### src/rtl/seq_monitor.sv
// Receive-side checker for the five-state two-lane staged sequence: decodes each
// qualified sample, tracks code order and per-state dwell, and flags frames and errors.
module seq_monitor #(
    parameter int unsigned D0    = 1,
    parameter int unsigned D1    = 2,
    parameter int unsigned D2    = 2,
    parameter int unsigned D3    = 2,
    parameter int unsigned D4    = 3,
    parameter int unsigned CNT_W = 8
) (
    input  logic             clk,
    input  logic             rst,
    input  logic             en,
    input  logic [1:0]       din0,
    input  logic [1:0]       din1,
    output logic [2:0]       sym_idx,
    output logic             sym_vld,
    output logic             lock,
    output logic             frame_done,
    output logic             err,
    output logic [CNT_W-1:0] err_cnt,
    output logic [CNT_W-1:0] frame_cnt
);

    localparam int unsigned D01   = (D0 > D1) ? D0 : D1;
    localparam int unsigned D23   = (D2 > D3) ? D2 : D3;
    localparam int unsigned D0123 = (D01 > D23) ? D01 : D23;
    localparam int unsigned D_MAX = (D0123 > D4) ? D0123 : D4;
    localparam int unsigned RUN_W = $clog2(D_MAX) + 1;

    typedef enum logic {HUNT, TRACK} state_t;

    function automatic logic [2:0] decode(input logic [1:0] a, input logic [1:0] b);
        case ({a, b})
            4'b0000: decode = 3'd0;
            4'b0101: decode = 3'd1;
            4'b0110: decode = 3'd2;
            4'b1010: decode = 3'd3;
            4'b1111: decode = 3'd4;
            default: decode = 3'd7;
        endcase
    endfunction

    function automatic logic [RUN_W-1:0] dwell(input logic [2:0] idx);
        case (idx)
            3'd0:    dwell = RUN_W'(D0);
            3'd1:    dwell = RUN_W'(D1);
            3'd2:    dwell = RUN_W'(D2);
            3'd3:    dwell = RUN_W'(D3);
            3'd4:    dwell = RUN_W'(D4);
            default: dwell = '0;
        endcase
    endfunction

    state_t             state_q, state_d;
    logic [2:0]         exp_q, exp_d;
    logic [RUN_W-1:0]   run_q, run_d;
    logic [2:0]         code, nxt_idx;
    logic [2:0]         sym_idx_d;
    logic               sym_vld_d, frame_d, err_d;
    logic [CNT_W-1:0]   err_cnt_d, frame_cnt_d;

    always_comb begin
        state_d     = state_q;
        exp_d       = exp_q;
        run_d       = run_q;
        sym_idx_d   = sym_idx;
        sym_vld_d   = 1'b0;
        frame_d     = 1'b0;
        err_d       = 1'b0;
        err_cnt_d   = err_cnt;
        frame_cnt_d = frame_cnt;
        code        = decode(din0, din1);
        nxt_idx     = (exp_q == 3'd4) ? 3'd0 : exp_q + 3'd1;

        if (en) begin
            sym_vld_d = 1'b1;
            sym_idx_d = code;
            case (state_q)
                HUNT: begin
                    if (code == 3'd0) begin
                        state_d = TRACK;
                        exp_d   = 3'd0;
                        run_d   = RUN_W'(1);
                    end
                end
                TRACK: begin
                    if (code == exp_q && run_q < dwell(exp_q)) begin
                        run_d = run_q + RUN_W'(1);
                    end else if (run_q == dwell(exp_q) && code == nxt_idx) begin
                        exp_d = nxt_idx;
                        run_d = RUN_W'(1);
                        if (exp_q == 3'd4) begin
                            frame_d     = 1'b1;
                            frame_cnt_d = frame_cnt + CNT_W'(1);
                        end
                    end else begin
                        err_d = 1'b1;
                        if (err_cnt != '1)
                            err_cnt_d = err_cnt + CNT_W'(1);
                        // A code-0 sample that breaks the sequence also starts a new frame
                        if (code == 3'd0) begin
                            state_d = TRACK;
                            exp_d   = 3'd0;
                            run_d   = RUN_W'(1);
                        end else begin
                            state_d = HUNT;
                            exp_d   = 3'd0;
                            run_d   = '0;
                        end
                    end
                end
                default: state_d = HUNT;
            endcase
        end
    end

    always_ff @(posedge clk) begin
        if (rst) begin
            state_q    <= HUNT;
            exp_q      <= '0;
            run_q      <= '0;
            sym_idx    <= '0;
            sym_vld    <= 1'b0;
            lock       <= 1'b0;
            frame_done <= 1'b0;
            err        <= 1'b0;
            err_cnt    <= '0;
            frame_cnt  <= '0;
        end else begin
            state_q    <= state_d;
            exp_q      <= exp_d;
            run_q      <= run_d;
            sym_idx    <= sym_idx_d;
            sym_vld    <= sym_vld_d;
            lock       <= (state_d == TRACK);
            frame_done <= frame_d;
            err        <= err_d;
            err_cnt    <= err_cnt_d;
            frame_cnt  <= frame_cnt_d;
        end
    end

endmodule
### config.mk
export PLATFORM = sky130hd
export DESIGN_NAME = seq_monitor
export DESIGN_NICKNAME = d
export VERILOG_FILES = /design/src/rtl/seq_monitor.sv
export SDC_FILE = /design/constraint.sdc
export NUM_CORES = 1
export LEC_CHECK = 0
export ABC_AREA = 1
export CAP_MARGIN = 5
export CORE_MARGIN = 2
export CORE_UTILIZATION = 53
export DETAILED_ROUTE_END_ITERATION = 10
export PLACE_DENSITY_LB_ADDON = 0.1
export SYNTH_ARGS = -nofsm -noshare
export SYNTH_HDL_FRONTEND = slang
export SYNTH_SLANG_ARGS = --single-unit
export TNS_END_PERCENT = 100
### constraint.sdc
create_clock -name clk -period 2.5 [get_ports clk]
set_input_delay 0.5 -clock clk [delete_from_list [all_inputs] [get_ports clk]]
set_output_delay 0.5 -clock clk [all_outputs]
set_load 0.02 [all_outputs]
==> impl_metrics.json <==
{
  "yosys-top-cells-area": "dfxtp_1 33%, nand2_1 11%, inv_1 7.6%",
  "path_class": "flip-flop to flip-flop",
  "cp.arrival_ns": 2.60,
  "grt_max_degree": 18,
  "hold_start": "err_cnt[7]",
  "cts_tree": "yes",
  "routed-wl-met3_um": 182,
  "power.internal_mw": 0.629,
  "clk-insertion-delay-late_ns": 0.32,
  "p_switching_mw": 0.252,
  "slew_headroom_pct": 65.4,
  "clock_sinks": 29,
  "r2r_slack_ns": 0.15,
  "initial_core_util_pct": 54.3,
  "power-per-cell-area_mw_per_mm2": 383,
  "drt-initial-drc-count": 58,
  "drive_gt1_share_pct": 19.0,
  "clk_pin_slew_worst_paths_ns": 0.09,
  "synth.avg_cell_area_um2": 7.00,
  "dieArea_mm2": 0.00385,
  "holdBufCountCts": 0,
  "finClkSkew_ns": 0.00414,
  "setup_viol": 0,
  "drt.antenna.violating_nets": 0,
  "p_seq_share_pct": 53.9,
  "hold_violations": 0,
  "yosysTopAreaCellShare_pct": 32.5,
  "p_leak_nw": 0.968,
  "area_growth_pct": 28.8,
  "fin_crit_ns": 2.35,
  "n_antenna_cell": 0,
  "hold_class": "flip-flop to flip-flop",
  "worst_slew_pin_slew_ns": 0.518,
  "gp_congestion": 0.889,
  "core_area_mm2": 0.00328,
  "grt_pass1_vias": 1317,
  "crit_path_start_kind": "flip-flop",
  "num-nets-final": 311,
  "p_clk_share_pct": 31.0,
  "outcome": "finished clean",
  "portBuffers": 29,
  "ys_seq_area_share_pct": 32.5,
  "whs_path_depth": 2,
  "combPwrFrac_pct": 15.0,
  "met1_length_um": 1820,
  "maxCapViolCount": 0,
  "r2r_start": "exp_q[0]",
  "fin_util_pct": 70.0,
  "r2r_cells": 15,
  "whs_ns": 0.492,
  "sw_frac_of_total_pct": 28.6,
  "core.rowCount": 21,
  "final_max_slew_viol_count": 0,
  "reg2reg_to": "exp_q[0]",
  "grt-ovfl-total": 0,
  "die_w_um": 62.0,
  "clock.fmax_mhz": 426,
  "grt_use_total_pct": 20.0,
  "fin_crit_sh_pct": 93.8,
  "synth_cell_types": 32,
  "drc": 0,
  "cts_root_buffer": "clkbuf_4",
  "highest_layer": "met4",
  "grt_pass1_wl_um": 5770,
  "dr_wl_met2_um": 1670,
  "htree_num_levels": 2,
  "die_h_um": 62.0,
  "antenna_found_initial": 0,
  "path_max_fanout": 7,
  "vias_per_cell": 4.80,
  "required_ns": 2.76,
  "ys_ff_latch": 29,
  "dp.final_hpwl_um": 2720,
  "ir_drop_mv": 0.281,
  "vias": 1636,
  "synth_nets": 272,
  "end_kind": "flip-flop",
  "syn_inst": 255,
  "routedWlPerCell_um": 10.8,
  "min_to": "err_cnt[7]",
  "synth_top_cell_by_area": "dfxtp_1",
  "clk_path_buf_depth": 2,
  "setup_tns_ns": 0,
  "wirelength_um": 3690,
  "cts_made_buffers": 5,
  "pin_count": 30,
  "synthesis.area_mm2": 0.00178,
  "drtPass1Iterations": 4,
  "ys_warn_count": 0
}
worst max-delay path: stages (launching register included):
cell	delay, ns
dfxtp_2	0.37
inv_2	0.07
ha_2	0.19
nand2_2	0.10
inv_2	0.06
nor3_2	0.17
ha_1	0.27
a211oi_2	0.19
nand2_1	0.09
nor2_2	0.16
nand3_4	0.13
o21ai_4	0.20
inv_4	0.07
nand2_2	0.06
nand2_1	0.05
nor2_1	0.11
logic make-up (layout without fill, tap and decap cells):
kind of cell    Yosys count  count (layout)  share of synthesized area [%]
compound gates           32              32                           10.9
xor+xnor                  5               5                           2.45
fa+ha+maj                10              10                           7.01
buf+inv                  45              85                           9.89
flops                    29              29                           32.5
simple gates            134             134                           37.2
synthesized netlist by cell type:
library cell  instances
a211oi_1              1
a21oi_1              14
a21oi_2               2
a31oi_1               1
clkbuf_1              3
dfxtp_1              29
ha_1                 10
inv_1                36
inv_2                 4
inv_4                 1
inv_6                 1
nand2_1              52
nand2_2               4
nand2_4               2
nand2_8               1
nand3_1              20
nand3_2               2
nand3_4               1
nand3b_1              1
nand4_1               3
nand4_2               1
nor2_1               35
nor2_4                3
nor2_8                1
nor3_1                8
o211ai_1              1
o21a_1                1
o21ai_0               7
o21ai_1               1
o21ai_2               3
o21bai_2              1
xor2_1                5
per-layer routing:
layer	global-route usage [%]	vias up
met5	0	-
met4	4.56	0
met3	4.97	2
met2	29.8	32
met1	29.2	712
li1	-	890
worst max path at each step:
stage / startpoint / endpoint / slack [ns] / cells past startpoint
global placement: exp_q[0] / exp_q[2] / 0.03 / 15
floorplan: exp_q[0] / exp_q[0] / 0.24 / 14
global route: exp_q[0] / exp_q[0] / -0.02 / 15
CTS: exp_q[0] / exp_q[0] / 0.03 / 15
detailed placement: exp_q[0] / exp_q[0] / 0.00008 / 15
finish: exp_q[0] / exp_q[0] / 0.15 / 15
flip-flops by register name, summed over array words and instances (netlist names):
register and cells:
err_cnt 8, frame_cnt 8, exp_q 3, run_q 3
sym_idx 3, err 1, frame_done 1, state_q 1
sym_vld 1
per-stage QoR:
| step | std cells | power [mW] | setup WS [ns] | cell area, µm² |
|---|---|---|---|---|
| floorplan | 255 | 0.566 | 0.243 | 1780 |
| global placement | 332 | 0.606 | 0.0287 | 2160 |
| detailed placement | 332 | 0.607 | 0.0000833 | 2160 |
| CTS | 340 | 0.877 | 0.0335 | 2220 |
| global route | 341 | 0.922 | -0.0213 | 2300 |
| finish | 341 | 0.881 | 0.154 | 2300 |
timing repair:
action,CTS,global route
setup buffers,0,1
gates resized for setup,1,21
pin swaps,0,10
setup endpoints to repair,2,15
power groups by stage:
stage	Sequential (mW)	Clock, mW	Combinational (mW)
finish	0.475	0.273	0.133
global route	0.476	0.299	0.147
CTS	0.475	0.280	0.123
detailed placement	0.485	0	0.121
global placement	0.485	0	0.120
floorplan	0.492	0	0.0734
placed cells by master (no fill, tap or decap), drive strengths merged, types with 4 or more instances in the layout:
cell and n:
nor2 39, o21ai 11, clkdlybuf4s50 29, dfxtp 29, nor3 8, a21oi 16
buf 6, nand3 23, ha 10, nand4 4, clkbuf 5, xor2 5
inv 42, nand2 59
layout make-up:
| type | instances | area, µm² |
|---|---|---|
| timing repair buffer | 35 | 343 |
| tap | 46 | 57.6 |
| clock inverter | 3 | 17.5 |
| fill | 285 | 986 |
| inverter | 42 | 168 |
| sequential | 29 | 583 |
| multi-input combinational | 181 | 1090 |
| clock buffer | 5 | 37.5 |
Note: power is estimated with default switching activity, not from simulation.
